File: config.mk
export PLATFORM = sky130hd
export DESIGN_NAME = sysctrl_gen
export DESIGN_NICKNAME = d
export VERILOG_FILES = /design/src/rtl/sysctrl_pkg.sv /design/src/rtl/sysctrl_irq.sv /design/src/rtl/sysctrl_gen.sv
export SDC_FILE = /design/constraint.sdc
export NUM_CORES = 1
export LEC_CHECK = 0
export CELL_PAD_IN_SITES_DETAIL_PLACEMENT = 0
export CELL_PAD_IN_SITES_GLOBAL_PLACEMENT = 1
export CORE_MARGIN = 1
export CORE_UTILIZATION = 29
export DETAILED_ROUTE_END_ITERATION = 8
export HOLD_SLACK_MARGIN = 0.12
export PLACE_DENSITY = 0.77
export SLEW_MARGIN = 40
export SYNTH_ARGS = -nofsm -noshare
export SYNTH_HDL_FRONTEND = slang
export SYNTH_SLANG_ARGS = --single-unit
File: constraint.sdc
create_clock -name clk -period 2.6 [get_ports clk]
set_clock_uncertainty 0.05 [all_clocks]
set_input_delay 0.26 -clock clk [delete_from_list [all_inputs] [get_ports clk]]
set_output_delay 0.26 -clock clk [all_outputs]
set_load 0.005 [all_outputs]
File: src/rtl/sysctrl_pkg.sv
// Shared definitions for the MCU system-control endpoint: command codes,
// reply magic bytes, counter widths and a byte bit-reversal helper.
package sysctrl_pkg;

    localparam int unsigned CNT_W = 8;
    localparam int unsigned IDX_W = 8;

    localparam logic [7:0] MAGIC0 = 8'h5C;
    localparam logic [7:0] MAGIC1 = 8'h42;

    typedef enum logic [7:0] {
        CMD_STATUS   = 8'd0,
        CMD_LEDS     = 8'd1,
        CMD_COLOR    = 8'd2,
        CMD_BUTTONS  = 8'd3,
        CMD_CFG_WR   = 8'd4,
        CMD_IRQ_ACK  = 8'd5,
        CMD_IRQ_MASK = 8'd6,
        CMD_CFG_RD   = 8'd7
    } cmd_e;

    // The MCU link sends colour bytes LSB-first relative to the colour bus.
    function automatic logic [7:0] bitrev8(input logic [7:0] b);
        logic [7:0] r;
        r = '0;
        for (int unsigned i = 0; i < 8; i++) begin
            r[i] = b[7 - i];
        end
        return r;
    endfunction

endpackage

File: src/rtl/sysctrl_irq.sv
// Interrupt controller: registered inputs, rising-edge latched pending bits,
// mask register, acknowledge pulses and the active-low request line.
module sysctrl_irq
    import sysctrl_pkg::*;
#(
    parameter int unsigned NUM_INT = 8
) (
    input  logic               clk,
    input  logic               reset,
    input  logic [NUM_INT-1:0] int_in,
    input  logic               ack_we,
    input  logic [NUM_INT-1:0] ack_bits,
    input  logic               mask_we,
    input  logic [NUM_INT-1:0] mask_data,
    output logic [NUM_INT-1:0] pending,
    output logic [NUM_INT-1:0] int_ack,
    output logic               int_out_n
);

    logic [NUM_INT-1:0] int_q;
    logic [NUM_INT-1:0] int_prev;
    logic [NUM_INT-1:0] mask;
    logic [NUM_INT-1:0] rise;
    logic [NUM_INT-1:0] clr;

    assign rise = int_q & ~int_prev;
    assign clr  = ack_we ? (ack_bits & pending) : '0;

    always_ff @(posedge clk) begin
        if (reset) begin
            int_q    <= '0;
            int_prev <= '0;
            pending  <= '0;
            mask     <= '1;
            int_ack  <= '0;
        end else begin
            int_q    <= int_in;
            int_prev <= int_q;
            // a new edge outranks a simultaneous acknowledge
            pending  <= (pending & ~clr) | rise;
            int_ack  <= clr;
            if (mask_we) begin
                mask <= mask_data;
            end
        end
    end

    assign int_out_n = ~|(pending & mask);

endmodule

File: src/rtl/sysctrl_gen.sv
// MCU byte-stream frame decoder: status, LEDs, colour, buttons, an indexed
// config register file and the interrupt controller front-end.
module sysctrl_gen
    import sysctrl_pkg::*;
#(
    parameter logic [7:0]            CORE_ID     = 8'h01,
    parameter int unsigned           NUM_LEDS    = 2,
    parameter int unsigned           NUM_BUTTONS = 2,
    parameter int unsigned           NUM_INT     = 8,
    parameter int unsigned           NUM_CFG     = 16,
    parameter logic [NUM_CFG*8-1:0]  CFG_DEFAULT = '0
) (
    input  logic                   clk,
    input  logic                   reset,
    input  logic                   data_in_strobe,
    input  logic                   data_in_start,
    input  logic [7:0]             data_in,
    output logic [7:0]             data_out,
    output logic                   int_out_n,
    input  logic [NUM_INT-1:0]     int_in,
    output logic [NUM_INT-1:0]     int_ack,
    input  logic [NUM_BUTTONS-1:0] buttons,
    output logic [NUM_LEDS-1:0]    leds,
    output logic [23:0]            color,
    output logic [NUM_CFG*8-1:0]   cfg_values,
    output logic [NUM_CFG-1:0]     cfg_strobe
);

    cmd_e             command;
    logic [CNT_W-1:0] cnt;
    logic [IDX_W-1:0] idx;
    logic             byte_ok;
    logic [7:0]       rd_byte;
    logic [NUM_INT-1:0] pending;

    assign byte_ok = data_in_strobe && !data_in_start && (cnt != '0);

    // out-of-range indices read as zero
    always_comb begin
        rd_byte = '0;
        for (int unsigned i = 0; i < NUM_CFG; i++) begin
            if (32'(idx) == i) begin
                rd_byte = cfg_values[i*8 +: 8];
            end
        end
    end

    always_ff @(posedge clk) begin
        if (reset) begin
            command    <= CMD_STATUS;
            cnt        <= '0;
            idx        <= '0;
            leds       <= '0;
            color      <= '0;
            cfg_values <= CFG_DEFAULT;
            cfg_strobe <= '0;
            data_out   <= '0;
        end else begin
            cfg_strobe <= '0;
            if (data_in_strobe && data_in_start) begin
                command <= cmd_e'(data_in);
                cnt     <= CNT_W'(1);
            end else if (byte_ok) begin
                if (cnt != '1) begin
                    cnt <= cnt + CNT_W'(1);
                end
                case (command)
                    CMD_STATUS: begin
                        case (cnt)
                            CNT_W'(1): data_out <= MAGIC0;
                            CNT_W'(2): data_out <= MAGIC1;
                            CNT_W'(3): data_out <= CORE_ID;
                            CNT_W'(4): data_out <= 8'(NUM_CFG);
                            default: ;
                        endcase
                    end
                    CMD_LEDS: begin
                        if (cnt == CNT_W'(1)) leds <= data_in[NUM_LEDS-1:0];
                    end
                    CMD_COLOR: begin
                        case (cnt)
                            CNT_W'(1): color[15:8]  <= bitrev8(data_in);
                            CNT_W'(2): color[7:0]   <= bitrev8(data_in);
                            CNT_W'(3): color[23:16] <= bitrev8(data_in);
                            default: ;
                        endcase
                    end
                    CMD_BUTTONS: data_out <= 8'(buttons);
                    CMD_CFG_WR: begin
                        if (cnt == CNT_W'(1)) begin
                            idx <= data_in;
                        end else begin
                            for (int unsigned i = 0; i < NUM_CFG; i++) begin
                                if (32'(idx) == i) begin
                                    cfg_values[i*8 +: 8] <= data_in;
                                    cfg_strobe[i]        <= 1'b1;
                                end
                            end
                            if (idx != '1) idx <= idx + IDX_W'(1);
                        end
                    end
                    CMD_IRQ_ACK: data_out <= 8'(pending);
                    CMD_CFG_RD: begin
                        if (cnt == CNT_W'(1)) begin
                            idx <= data_in;
                        end else begin
                            data_out <= rd_byte;
                            if (idx != '1) idx <= idx + IDX_W'(1);
                        end
                    end
                    default: ;
                endcase
            end
        end
    end

    sysctrl_irq #(
        .NUM_INT(NUM_INT)
    ) u_irq (
        .clk       (clk),
        .reset     (reset),
        .int_in    (int_in),
        .ack_we    (byte_ok && command == CMD_IRQ_ACK && cnt == CNT_W'(1)),
        .ack_bits  (data_in[NUM_INT-1:0]),
        .mask_we   (byte_ok && command == CMD_IRQ_MASK && cnt == CNT_W'(1)),
        .mask_data (data_in[NUM_INT-1:0]),
        .pending   (pending),
        .int_ack   (int_ack),
        .int_out_n (int_out_n)
    );

endmodule

Word level (Yosys, flattened, before mapping) --
Index checks and enable logic that the tools add are counted.
Word-level totals: bits in registers 242, bits of input ports 22
Operators by class: add/sub/neg operators 2, equality and inequality tests 30, multiplexer cells 41, bitwise operators 11, reduce and logical (&&, ||, !) cells 44
Operators by type and width (number):
- $mux W8 | 20
- $reduce_and A5 Y1 | 17
- $eq A8 B3 Y1 const B | 9
- $eq A8 B4 Y1 const B | 8
- $pmux W8 S4 | 2
- $eq A8 B2 Y1 const B | 6
- $and A8 B8 Y8 | 4
- $eq A8 B1 Y1 const B | 3
- $reduce_and A4 Y1 | 5
- $mux W1 | 19
- $add A8 B1 Y8 const B | 2
- $logic_not A8 Y1 | 2
- $ne A8 B8 Y1 const B | 2
- $not A8 Y8 | 2
- $or A8 B8 Y8 | 1
- $reduce_bool A8 Y1 | 1
- $reduce_or A8 Y1 | 1
- $logic_and A1 B1 Y1 | 7
- $reduce_bool A2 Y1 | 3
- $ne A5 B5 Y1 const B | 1
- $reduce_or A5 Y1 | 1
- $not A1 Y1 | 4
- $reduce_and A2 Y1 | 2
- $reduce_bool A4 Y1 | 1
- 3 further kinds | 5

Longest topological paths before layout --
Gate-level depths: netlist (run 1).
depth after elaboration 19, depth in mapped cells 12

Hierarchy --
From an unflattened synthesis (run 1), not the netlist that was laid out.
Unflattened totals: cells, all modules 1377, area total of the unflattened synthesis 11089.4 µm²
Modules (own cells, without submodules):
- sysctrl_gen | times used 1, cells an instance 1261, area an instance 9706.8 µm², sequential area each 4043.9 µm²
- sysctrl_irq | times used 1, cells an instance 116, area an instance 1382.6 µm², sequential area each 800.8 µm²

Worst setup path before layout (run 1) --
No wires, ideal clock.
kind register to register, start point register cnt[1], end point register cfg_values[36], arrival 2.353 ns, required time 2.422 ns, slack 0.069 ns, cell stages (with the launch flop) 11, buffers on the path 2, path through dfxtp_1 -> inv_1 -> ha_1 -> nor4b_1 -> and2_1 -> buf_2 -> or4_4 -> buf_6 -> nor3_4 -> mux2i_1 -> nor2_1
Between the ends: longest elaborated chain between the ends 3, elaborated cells on any way between the ends 5, those cells by class 1 x eq/ne; 1 x bitwise; 3 x reduce/logical
RTL lines:
- start: declaration | RTL line sysctrl_gen.sv:30 | logic [CNT_W-1:0] cnt;
- start signal: assignment | RTL line sysctrl_gen.sv:65 | cnt <= cnt + CNT_W'(1);
- $eq A8 B1 Y1 or $reduce_bool A8 Y1 (tied branches) | RTL line sysctrl_gen.sv:90, sysctrl_gen.sv:36
- $not A1 Y1 (no source line) or $logic_and A1 B1 Y1 (tied branches)
- $reduce_and A5 Y1 (no source line) *
- end signal: indexed assignment | RTL line sysctrl_gen.sv:95 | cfg_values[i*8 +: 8] <= data_in;
- end: declaration | RTL line sysctrl_gen.sv:25 | output logic [NUM_CFG*8-1:0] cfg_values,
Mark *: on every way between the ends. The rest lies on a longest branch, timed or not. A chain may end at the register's enable or synchronous reset.

Worst setup path after layout (run 1) --
start point register idx[1], end point register data_out[6]
Between the ends: longest elaborated chain between the ends 19, elaborated cells on any way between the ends 34, those cells by class 15 x eq/ne; 18 x mux; 1 x reduce/logical
RTL lines:
- start: declaration | RTL line sysctrl_gen.sv:31 | logic [IDX_W-1:0] idx;
- start signal: assignment | RTL line sysctrl_gen.sv:91 | idx <= data_in;
- start signal: assignment | RTL line sysctrl_gen.sv:99 | if (idx != '1) idx <= idx + IDX_W'(1);
- start signal: assignment | RTL line sysctrl_gen.sv:105 | idx <= data_in;
- $logic_not A8 Y1 | RTL line sysctrl_gen.sv:42 | if (32'(idx) == i) begin
- $mux W8 (15 in series) | RTL line sysctrl_gen.sv:42
- $mux W8 * | RTL line sysctrl_gen.sv:42
- $mux W8 * | RTL line sysctrl_gen.sv:104 | if (cnt == CNT_W'(1)) begin
- $pmux W8 S4 * | RTL line sysctrl_gen.sv:67 | case (command)
- end signal: assignment | RTL line sysctrl_gen.sv:73 | CNT_W'(4): data_out <= 8'(NUM_CFG);
- end signal: assignment | RTL line sysctrl_gen.sv:102 | CMD_IRQ_ACK: data_out <= 8'(pending);
- end signal: assignment | RTL line sysctrl_gen.sv:107 | data_out <= rd_byte;
- end: declaration | RTL line sysctrl_gen.sv:18 | output logic [7:0] data_out,
Mark *: on every way between the ends. The rest lies on a longest branch, timed or not. The select of a mux whose other input is x is not followed.

==> out/results.ini, run 1 <==
[sta]
slew_viol_final=0
fin_crit_ns=2.56
setup_violations=0
relSlewSlack_pct=50.6
setup_tns_ns=0
timing_hold_violations_final=0
clock.fmax_mhz=391
whs_ns=0.237
finalCritPeriodShare_pct=98.3
worstMarginPinSlew_ns=0.737

[final_layout]
antennaDiodeCount=0
drive_gt1_share_pct=13.0
nets=1673
syn2layout_area_growth_pct=42.4
fin_cells=2128
finish.instance_area_um2=15400
nFillCells=3626

[pwr]
pwr-share-seq_pct=46.3
comb_power_share_pct=4.9
powerDensity_nw_per_um2=527
p_switching_mw=1.86
internal_power_mw=6.27
ir_drop_mv=0.403
switching_share_pct=22.9
total_power_mw=8.13
clock_power_share_pct=48.7
p_leak_nw=5.87

[yosys]
synth_area_leaders=dfxtp_1 (45%), nand2_1 (9.4%), a21oi_1 (6.6%)
netlist_area_um2=10800
synth.distinct_cells=70
synth_cells=1360
post-synth-top-area-fraction_pct=44.7
syn-num-nets=1390
synth_top_area_cell=dfxtp_1
yosysSeqAreaShare_pct=44.7
synth_edf_count=0
ys_ff_latch=242
synth_common_cells=nand2_1 (271), dfxtp_1 (242), a21oi_1 (143)
ys.flop_type=dfxtp_1
post-synth-top-count-cell=nand2_1
syn_area_per_cell_um2=7.97
async_reset_ff_share_pct=0
yosys_warnings=0

[clock_network]
cts.clk_slew.worst_paths_ns=0.06
cts_sinks=242
cts-root-buf=clkbuf_16
clock_path_buffers=3
cts_tree=done
cts_inserted_buffers=27
cts_max_level=1
clk_latency_ns=0.54

[place]
post_dp_cell_area_um2=14200
gp_congestion=0.927
dp_cells=2059
dpl.hpwl_um=32600
numPortBuffers=208

[die]
die_width_um=195
start_util_pct=29.5
core_area_um2=36700
num_rows=70
die_y_um=195
ios=209
die-area_um2=38100

[job]
drv_cap=0

[route]
first_pass_iters=5
via_per_inst=5.28
num_vias=11234
remaining_drc_errors=0
drt_first_iter_violations=1170
postRouteAntennaNets=0
routedWlPerCell_um=21.3
drt_wl_total_um=45300

[worst_setup_path]
cp_cell_sequence=inv_1 > ha_1 > buf_12 > buf_12 > and3b_1 > and2_1 > and3_1 > a21oi_1 > a31oi_2 > o311ai_2 > a21oi_1
path_class=reg -> reg
worstRegToRegCells=11
cp.required_ns=2.96
crit_path_end_kind=register
critical_path_depth=11
slowest_stage=dfxtp_4
path_delay_family=simple AND/OR/NAND/NOR gates
critPathBufInv=3
arrival_ns=2.91
crit_fanout=26
cpPeakStageDelay_ns=0.37
startpoint_type=register

[grt]
antenna_found_initial=0
first_global_vias=11007
grt_pass1_wl_um=68000
grt_usage_pct=23.2
grt-ovfl-total=0
grt_max_degree=94

[outcome]
outcome=finished clean

[worst_hold_path]
min_path_type=in -> reg
holdPathStages=2

==> power groups by stage <==
stage | Sequential (mW) | Combinational [mW] | Clock, mW
4_1_cts | 3.77 | 0.390 | 4.02
3_5_place_dp | 3.85 | 0.374 | 0
2_1_floorplan | 3.84 | 0.196 | 0
6_report | 3.77 | 0.402 | 3.96
5_1_grt | 3.77 | 0.431 | 4.17
3_3_place_gp | 3.85 | 0.370 | 0
==> through the flow <==
| stage | util (%) | worst slack (ns) |
|---|---|---|
| after CTS | 41.6 | -0.000136 |
| after detailed placement | 38.6 | -0.173 |
| after global placement | 38.6 | -0.115 |
| final | 42.1 | 0.0438 |
| after global routing | 42.1 | -0.0275 |
| after floorplan | - | 0.0693 |
==> flip-flops by register name, indices dropped and copies added, names as in the netlist <==
signal	flops
cnt	8
u_irq.int_prev	8
cfg_strobe	16
u_irq.int_q	8
cfg_values	128
idx	8
leds	2
command	8
u_irq.int_ack	8
data_out	8
u_irq.mask	8
u_irq.pending	8
color	24
==> path summary, 6_finish.rpt <==
check / startpoint / end / slack (ns)
worst max-delay path: idx[1] / data_out[6] / 0.04
worst min-delay path: int_in[2] / u_irq.int_q[2] / 0.24
worst max register to register: idx[1] / data_out[6] / 0.04
worst min register to register: color[23] / color[23] / 0.40
==> final cells by class <==
cell class / instances / area (um2) / area share [%]
flip-flops and latches: 242 / 4850 / 31.4
clock buffers: 39 / 791 / 5.12
well taps: 468 / 586 / 3.79
clock inverters: 7 / 114 / 0.738
inverters: 25 / 93.8 / 0.608
multi-input cells: 995 / 5630 / 36.5
repair buffers: 352 / 3370 / 21.9
==> cells in the final DEF (no fill, tap or decap), types with 4 or more instances in the layout <==
cell type,n
a211o_1,11
a211oi_1,8
a21oi_1,142
a22oi_1,17
a31oi_1,17
and2_1,7
and3_1,30
buf_12,13
buf_4,113
clkbuf_1,5
clkbuf_16,27
clkbuf_8,7
clkdlybuf4s50_1,207
dfxtp_1,241
dlygate4sd3_1,16
ha_1,6
inv_1,22
mux2i_1,58
nand2_1,265
nand2_2,6
nand2b_1,20
nand3_1,43
nand4_1,13
nor2_1,124
nor2b_1,23
nor3_1,18
nor3_2,4
nor4_1,8
o2111ai_1,5
o211ai_1,8
o21ai_0,55
o21ai_1,5
o221ai_1,4
o22ai_1,7
o31ai_1,5
or3_1,6
xor2_1,6
==> timing repair <==
action	CTS	global route
buffers inserted	3	4
gates resized for setup	7	33
hold buffers	15	1
setup endpoints to repair	26	127
endpoints found under the hold margin	36	4
pin swaps	1	9
==> worst register-to-register path, cell delays in order, from the launching register on <==
cell and delay (ns):
dfxtp_4 0.37, inv_1 0.07, ha_1 0.22, buf_12 0.16, buf_12 0.16, and3b_1 0.19, and2_1 0.27, and3_1 0.24
a21oi_1 0.18, a31oi_2 0.13, o311ai_2 0.28, a21oi_1 0.10
==> per-layer routing <==
layer | vias to the layer above | global-route usage [%] | share of wire [%]
met2 | 505 | 36.5 | 45
li1 | 5300 | - | -
met3 | 79 | 4.16 | 7.5
met4 | 0 | 7.70 | 2.9
met5 | - | 0 | 0
met1 | 5350 | 31.9 | 45
==> kinds of logic (layout without fill, tap and decap cells) <==
family | count (synthesis) | count (layout) | synth area share, %
XOR/XNOR | 8 | 8 | 0.647
AND/OR/NAND/NOR | 604 | 604 | 26.1
buffers and inverters | 123 | 423 | 4.60
adder cells (fa/ha/maj) | 8 | 8 | 0.924
multiplexers | 58 | 58 | 5.36
flip-flops | 242 | 242 | 44.7
AO/OA/AOI/OAI | 317 | 317 | 17.6
Power figures use the tool's default switching activity.
==> inputs of run 2 (changes only) <==
--- a/config.mk
+++ b/config.mk
@@ -12,6 +12,7 @@
 export DETAILED_ROUTE_END_ITERATION = 8
 export HOLD_SLACK_MARGIN = 0.12
 export PLACE_DENSITY = 0.77
+export SETUP_SLACK_MARGIN = 0.02
 export SLEW_MARGIN = 40
 export SYNTH_ARGS = -nofsm -noshare
 export SYNTH_HDL_FRONTEND = slang
==> run 2 against run 1 <==
- first-iteration DRC count shrank 7.9%
- worst hold slack improved by 0.0024 ns
- utilization about the same
- non-clock buffer count unchanged
- critical path depth decreased by 2
- maximum frequency increased by 0.68%
- clock power about the same
- final cell count is the same
- largest cell class unchanged
- count of clock-buffer cells in the layout stayed put
- highest routed layer unchanged
- die area unchanged
==> out/results.ini, run 2 (synthesis gave the netlist of run 1 again) <==
[outcome]
outcome=finished clean

[place]
dp_cells=2059  ; unchanged
gp_congestion=0.927  ; unchanged
dpl.hpwl_um=32600  ; unchanged
numPortBuffers=208  ; unchanged

[worst_setup_path]
rr_startpoint=idx[7]
cp.required_ns=3.02  ; +0.06 ns
r2r-end=data_out[6]
startpoint_type=register
crit_fanout=6  ; -77%
regToRegSetupSlack_ns=0.06  ; +0.02 ns
crit_path_end_kind=register
arrival_ns=2.96  ; +0.05 ns
path_class=reg -> reg
worstRegToRegCells=9  ; -2

[grt]
grt_usage_pct=23.2  ; unchanged
first_global_vias=11007  ; unchanged
grt_max_degree=94  ; unchanged
grt-ovfl-total=0  ; unchanged
antenna_found_initial=0  ; unchanged
grt_pass1_wl_um=68000  ; unchanged

[clock_network]
clock_path_buffers=3  ; unchanged
cts_max_level=1  ; unchanged
cts.clk_slew.worst_paths_ns=0.06  ; about the same
cts-root-buf=clkbuf_16
cts_inserted_buffers=27  ; unchanged
cts_tree=done
cts_sinks=242  ; unchanged
clk_latency_ns=0.54  ; about the same

[final_layout]
top_regs=cfg_values (128), color (24), cfg_strobe (16)
drive_gt1_share_pct=13.1  ; +0.18 points
syn2layout_area_growth_pct=42.5  ; about the same
largest_reg_flops=128  ; unchanged
fin_cells=2128  ; unchanged
antennaDiodeCount=0  ; unchanged
nets=1673  ; unchanged
final_cell_mix=nand2_1 (265), dfxtp_1 (241), clkdlybuf4s50_1 (207)
layout_commonest_cell=nand2_1
largest-register=cfg_values
utilization_pct=42.1  ; about the same

[worst_hold_path]
hp-start=int_in[2]
min_path_type=in -> reg
holdPathStages=2  ; unchanged
min_to=u_irq.int_q[2]

[pwr]
ir_drop_mv=0.405  ; +0.54%
internal_power_mw=6.27  ; about the same
p_leak_nw=5.86  ; about the same
powerDensity_nw_per_um2=526  ; -0.17%
p_switching_mw=1.85  ; -0.35%
pwr-share-seq_pct=46.4  ; about the same
clock_power_share_pct=48.7  ; about the same
switching_share_pct=22.8  ; -0.062 points
comb_power_share_pct=4.9  ; about the same

[sta]
slew_viol_final=0  ; unchanged
relSlewSlack_pct=47.4  ; -3.2 points
fin_crit_ns=2.54  ; -0.0172 ns
rsz0062_at_grt=true
clock.fmax_mhz=394  ; +0.68%
finalCritPeriodShare_pct=97.7  ; -0.66 points
worstMarginPinSlew_ns=0.786  ; +0.0481 ns
timing_hold_violations_final=0  ; unchanged
setup_violations=0  ; unchanged

[route]
drt_first_iter_violations=1077  ; -7.9%
first_pass_iters=7  ; +2
postRouteAntennaNets=0  ; unchanged
via_per_inst=5.28  ; about the same
drt_wl_total_um=45300  ; -0.16%
remaining_drc_errors=0  ; unchanged
num_vias=11245  ; +0.098%
routedWlPerCell_um=21.3  ; -0.16%

[die]
core_area_um2=36700  ; unchanged
start_util_pct=29.5  ; unchanged
die-area_um2=38100  ; unchanged
die_y_um=195  ; unchanged
num_rows=70  ; unchanged
ios=209  ; unchanged
die_width_um=195  ; unchanged

[job]
drv_cap=0  ; unchanged

run 2: worst max-delay path, stage by stage, from the launching register on:
cell and delay [ns]:
dfxtp_1 0.32, or4_4 0.58, buf_4 0.19, nor2_2 0.24, buf_4 0.17, o21ai_0 0.07
o211ai_1 0.28, and4_4 0.30, o311ai_2 0.10, a21oi_1 0.18
run 2: what timing repair did:
action	in CTS	in global routing
hold buffers	15	1
gates resized for setup	8	36
pin swaps	1	10
setup endpoints to repair	49	153
hold endpoints to repair	36	4
setup buffers	3	4
run 2: per-layer routing:
layer | wire length (um) | track usage (%) | vias up | share of wire (%)
met5 | 0 | 0 | - | 0
met4 | 1310 | 7.70 | 0 | 2.9
met3 | 3350 | 4.16 | 83 | 7.4
met2 | 20200 | 36.5 | 473 | 45
met1 | 20400 | 31.9 | 5389 | 45
li1 | - | - | 5300 | -
run 2: layout make-up:
class	count	area [um2]
tap	468	586
sequential	242	4850
multi-input combinational	995	5640
fill	3628	21300
timing repair buffer	352	3370
clock inverter	7	114
inverter	25	93.8
clock buffer	39	791
run 2: stage by stage:
step                      setup slack, ns   TNS (ns)  instance area [um2]  power (mW)  hold WS [ns]
after CTS                       -0.000136  -0.000136                15300        8.18        0.0818
after floorplan                    0.0693          0                10800        4.03         0.338
after global placement             -0.115      -1.82                14200        4.22         0.390
after detailed placement           -0.173      -1.54                14200        4.22         0.396
after global routing             0.000915          0                15400        8.37         0.239
final                              0.0610          0                15400        8.12         0.240
run 2: how the worst max path moves through the flow:
stage | from | to | slack, ns | depth (start not counted)
floorplan | cnt[1] | cfg_values[36] | 0.07 | 10
global placement | idx[7] | data_out[1] | -0.12 | 9
detailed placement | idx[7] | data_out[1] | -0.17 | 9
CTS | cnt[0] | cfg_values[126] | -0.0001 | 11
global route | idx[0] | data_out[0] | 0.0009 | 11
finish | idx[7] | data_out[6] | 0.06 | 9
run 2: power by group through the flow:
stage          sequential (mW)  clock (mW)  combinational (mW)
6_report                  3.77        3.95               0.402
5_1_grt                   3.77        4.17               0.432
4_1_cts                   3.77        4.02               0.390
3_5_place_dp              3.85           0               0.374
3_3_place_gp              3.85           0               0.370
2_1_floorplan             3.84           0               0.196
==> inputs of run 3 (changes only) <==
--- a/config.mk
+++ b/config.mk
@@ -7,6 +7,7 @@
 export LEC_CHECK = 0
 export CELL_PAD_IN_SITES_DETAIL_PLACEMENT = 0
 export CELL_PAD_IN_SITES_GLOBAL_PLACEMENT = 1
+export CORE_ASPECT_RATIO = 1.75
 export CORE_MARGIN = 1
 export CORE_UTILIZATION = 29
 export DETAILED_ROUTE_END_ITERATION = 8
==> run 3 against run 2 <==
- total power decreased by 3.9%
- die area about the same
- clock power decreased by 7.8%
- final area increased by 1.6%
- critical path type unchanged
- highest routed layer unchanged
==> out/results.ini, run 3 (synthesis gave the netlist of run 1 again) <==
[sta]
rsz0062_at_grt=true
clock.fmax_mhz=396  ; +0.60%
worstMarginPinSlew_ns=0.943  ; +0.157 ns
finalCritPeriodShare_pct=97.1  ; -0.58 points
setup_tns_ns=0  ; unchanged
relSlewSlack_pct=37.1  ; -10 points
slew_viol_final=0  ; unchanged
timing_hold_violations_final=0  ; unchanged
setup_violations=0  ; unchanged
whs_ns=0.214  ; -0.0260 ns
fin_crit_ns=2.52  ; -0.0150 ns

[route]
drt_first_iter_violations=818  ; -24%
postRouteAntennaNets=0  ; unchanged
via_per_inst=5.23  ; -0.95%
remaining_drc_errors=0  ; unchanged
num_vias=11342  ; +0.86%
first_pass_iters=5  ; -2
routedWlPerCell_um=21.8  ; +2.5%
drt_wl_total_um=47200  ; +4.4%

[clock_network]
cts.clk_slew.worst_paths_ns=0.07  ; about the same
cts_inserted_buffers=24  ; -11%
cts_max_level=1  ; unchanged
cts_tree=done
clock_path_buffers=3  ; unchanged
cts_sinks=242  ; unchanged
clk_latency_ns=0.55  ; about the same
cts-root-buf=clkbuf_16

[worst_setup_path]
cp_cell_sequence=or4_4 > buf_4 > o311ai_1 > buf_4 > a22oi_1 > a31oi_1 > buf_4 > o21ai_0 > buf_4 > a41o_1
crit_path_end_kind=register
crit_fanout=3  ; -3
startpoint_type=register
critical_path_depth=10  ; +1
cp.required_ns=3.00  ; -0.02 ns
arrival_ns=2.92  ; -0.04 ns
worstRegToRegCells=10  ; +1
path_delay_family=compound AO/OA/AOI/OAI gates
regToRegSetupSlack_ns=0.08  ; +0.02 ns
worst_path_most_repeated_cell=buf_4
critPathBufInv=4  ; +2
path_class=reg -> reg
slowest_stage=or4_4
cpPeakStageDelay_ns=0.54  ; -0.04 ns

[final_layout]
nets=1707  ; +2.0%
largest_reg_flops=128  ; unchanged
fin_cells=2167  ; +1.8%
largest-register=cfg_values
drive_gt1_share_pct=16.5  ; +3.4 points
syn2layout_area_growth_pct=44.8
layout_commonest_cell=nand2_1
top_regs=cfg_values (128), color (24), cfg_strobe (16)
antennaDiodeCount=0  ; unchanged
finish.instance_area_um2=15700  ; +1.6%
final_cell_mix=nand2_1 (265), dfxtp_1 (240), clkdlybuf4s50_1 (207)

[pwr]
powerDensity_nw_per_um2=498  ; -5.4%
p_switching_mw=1.83  ; -1.0%
internal_power_mw=5.98  ; -4.7%
ir_drop_mv=0.394  ; -2.7%
switching_share_pct=23.5  ; +0.67 points
pwr-share-seq_pct=48.1  ; +1.7 points
total_power_mw=7.81  ; -3.9%
p_leak_nw=5.99  ; +2.1%
clock_power_share_pct=46.7  ; -2.0 points
comb_power_share_pct=5.2  ; +0.3 points

[grt]
grt_usage_pct=24.3  ; +1.1 points
grt_max_degree=153  ; +63%
grt_pass1_wl_um=69800  ; +2.7%
grt-ovfl-total=0  ; unchanged
first_global_vias=11224  ; +2.0%
antenna_found_initial=0  ; unchanged

[die]
ios=209  ; unchanged
die_width_um=148  ; -24%
num_rows=93  ; +33%
start_util_pct=29.5  ; -0.058 points
die-area_um2=38200  ; about the same
core_area_um2=36800  ; +0.20%
die_y_um=258  ; +32%

[job]
drv_cap=0  ; unchanged

[worst_hold_path]
min_path_type=in -> reg
holdPathStages=2  ; unchanged

[place]
numPortBuffers=208  ; unchanged
dp_cells=2115  ; +2.7%
post_dp_cell_area_um2=14600  ; +2.7%
gp_congestion=0.955  ; +2.9%
dpl.hpwl_um=35400  ; +8.6%

[outcome]
outcome=finished clean

[run 3: changes by cell type in the layout (fill, tap and decap cells not counted), moves of 3 or more]
cell | before | now
buf_6 | 3 | 8
dlygate4sd3_1 | 16 | 1
buf_4 | 113 | 158
nand3_1 | 43 | 38
clkbuf_8 | 7 | 2
nand3_2 | 0 | 5
clkinvlp_4 | 0 | 4
o21ai_0 | 55 | 52
[run 3: final timing paths]
kind | startpoint | end
min reg2reg | color[5] | color[5]
max | idx[7] | data_out[5]
max reg2reg | idx[7] | data_out[5]
min | int_in[1] | u_irq.int_q[1]
[run 3: timing repair]
item / in CTS / in global routing
gates cloned: 0 / 3
pin swaps: 2 / 4
hold endpoints to repair: 17 / 0
setup buffers: 2 / 5
endpoints found under the setup margin: 84 / 101
resized for setup: 8 / 60
hold buffers: 1 / 0
[run 3: layer usage]
layer / wire length, um / global-route usage (%) / vias to the layer above
li1: - / - / 5366
met1: 17800 / 27.0 / 5402
met2: 24500 / 44.3 / 454
met3: 2300 / 2.76 / 120
met4: 2660 / 13.8 / 0
met5: 0 / 0 / -
[run 3: power groups by stage]
stage                     Combinational, mW  Clock [mW]  Sequential [mW]
after floorplan                       0.196           0             3.84
after global placement                0.385           0             3.84
after detailed placement              0.388           0             3.84
after CTS                             0.393        3.70             3.76
after global routing                  0.431        3.84             3.76
final                                 0.405        3.64             3.76
[run 3: final cells by class]
type / instances / area [um2]
clock buffers: 30 / 664
fillers: 3718 / 21100
repair buffers: 389 / 3660
multi-input cells: 995 / 5690
well taps: 475 / 594
inverters: 25 / 97.6
clock inverters: 11 / 141
flip-flops and latches: 242 / 4850
[run 3: per-stage QoR]
step | setup slack (ns) | utilization [%]
2_1_floorplan | 0.0693 | -
3_3_place_gp | -0.0691 | 39.6
3_5_place_dp | -0.0977 | 39.6
4_1_cts | -0.0236 | 41.9
5_1_grt | -0.0120 | 42.7
6_report | 0.0761 | 42.7
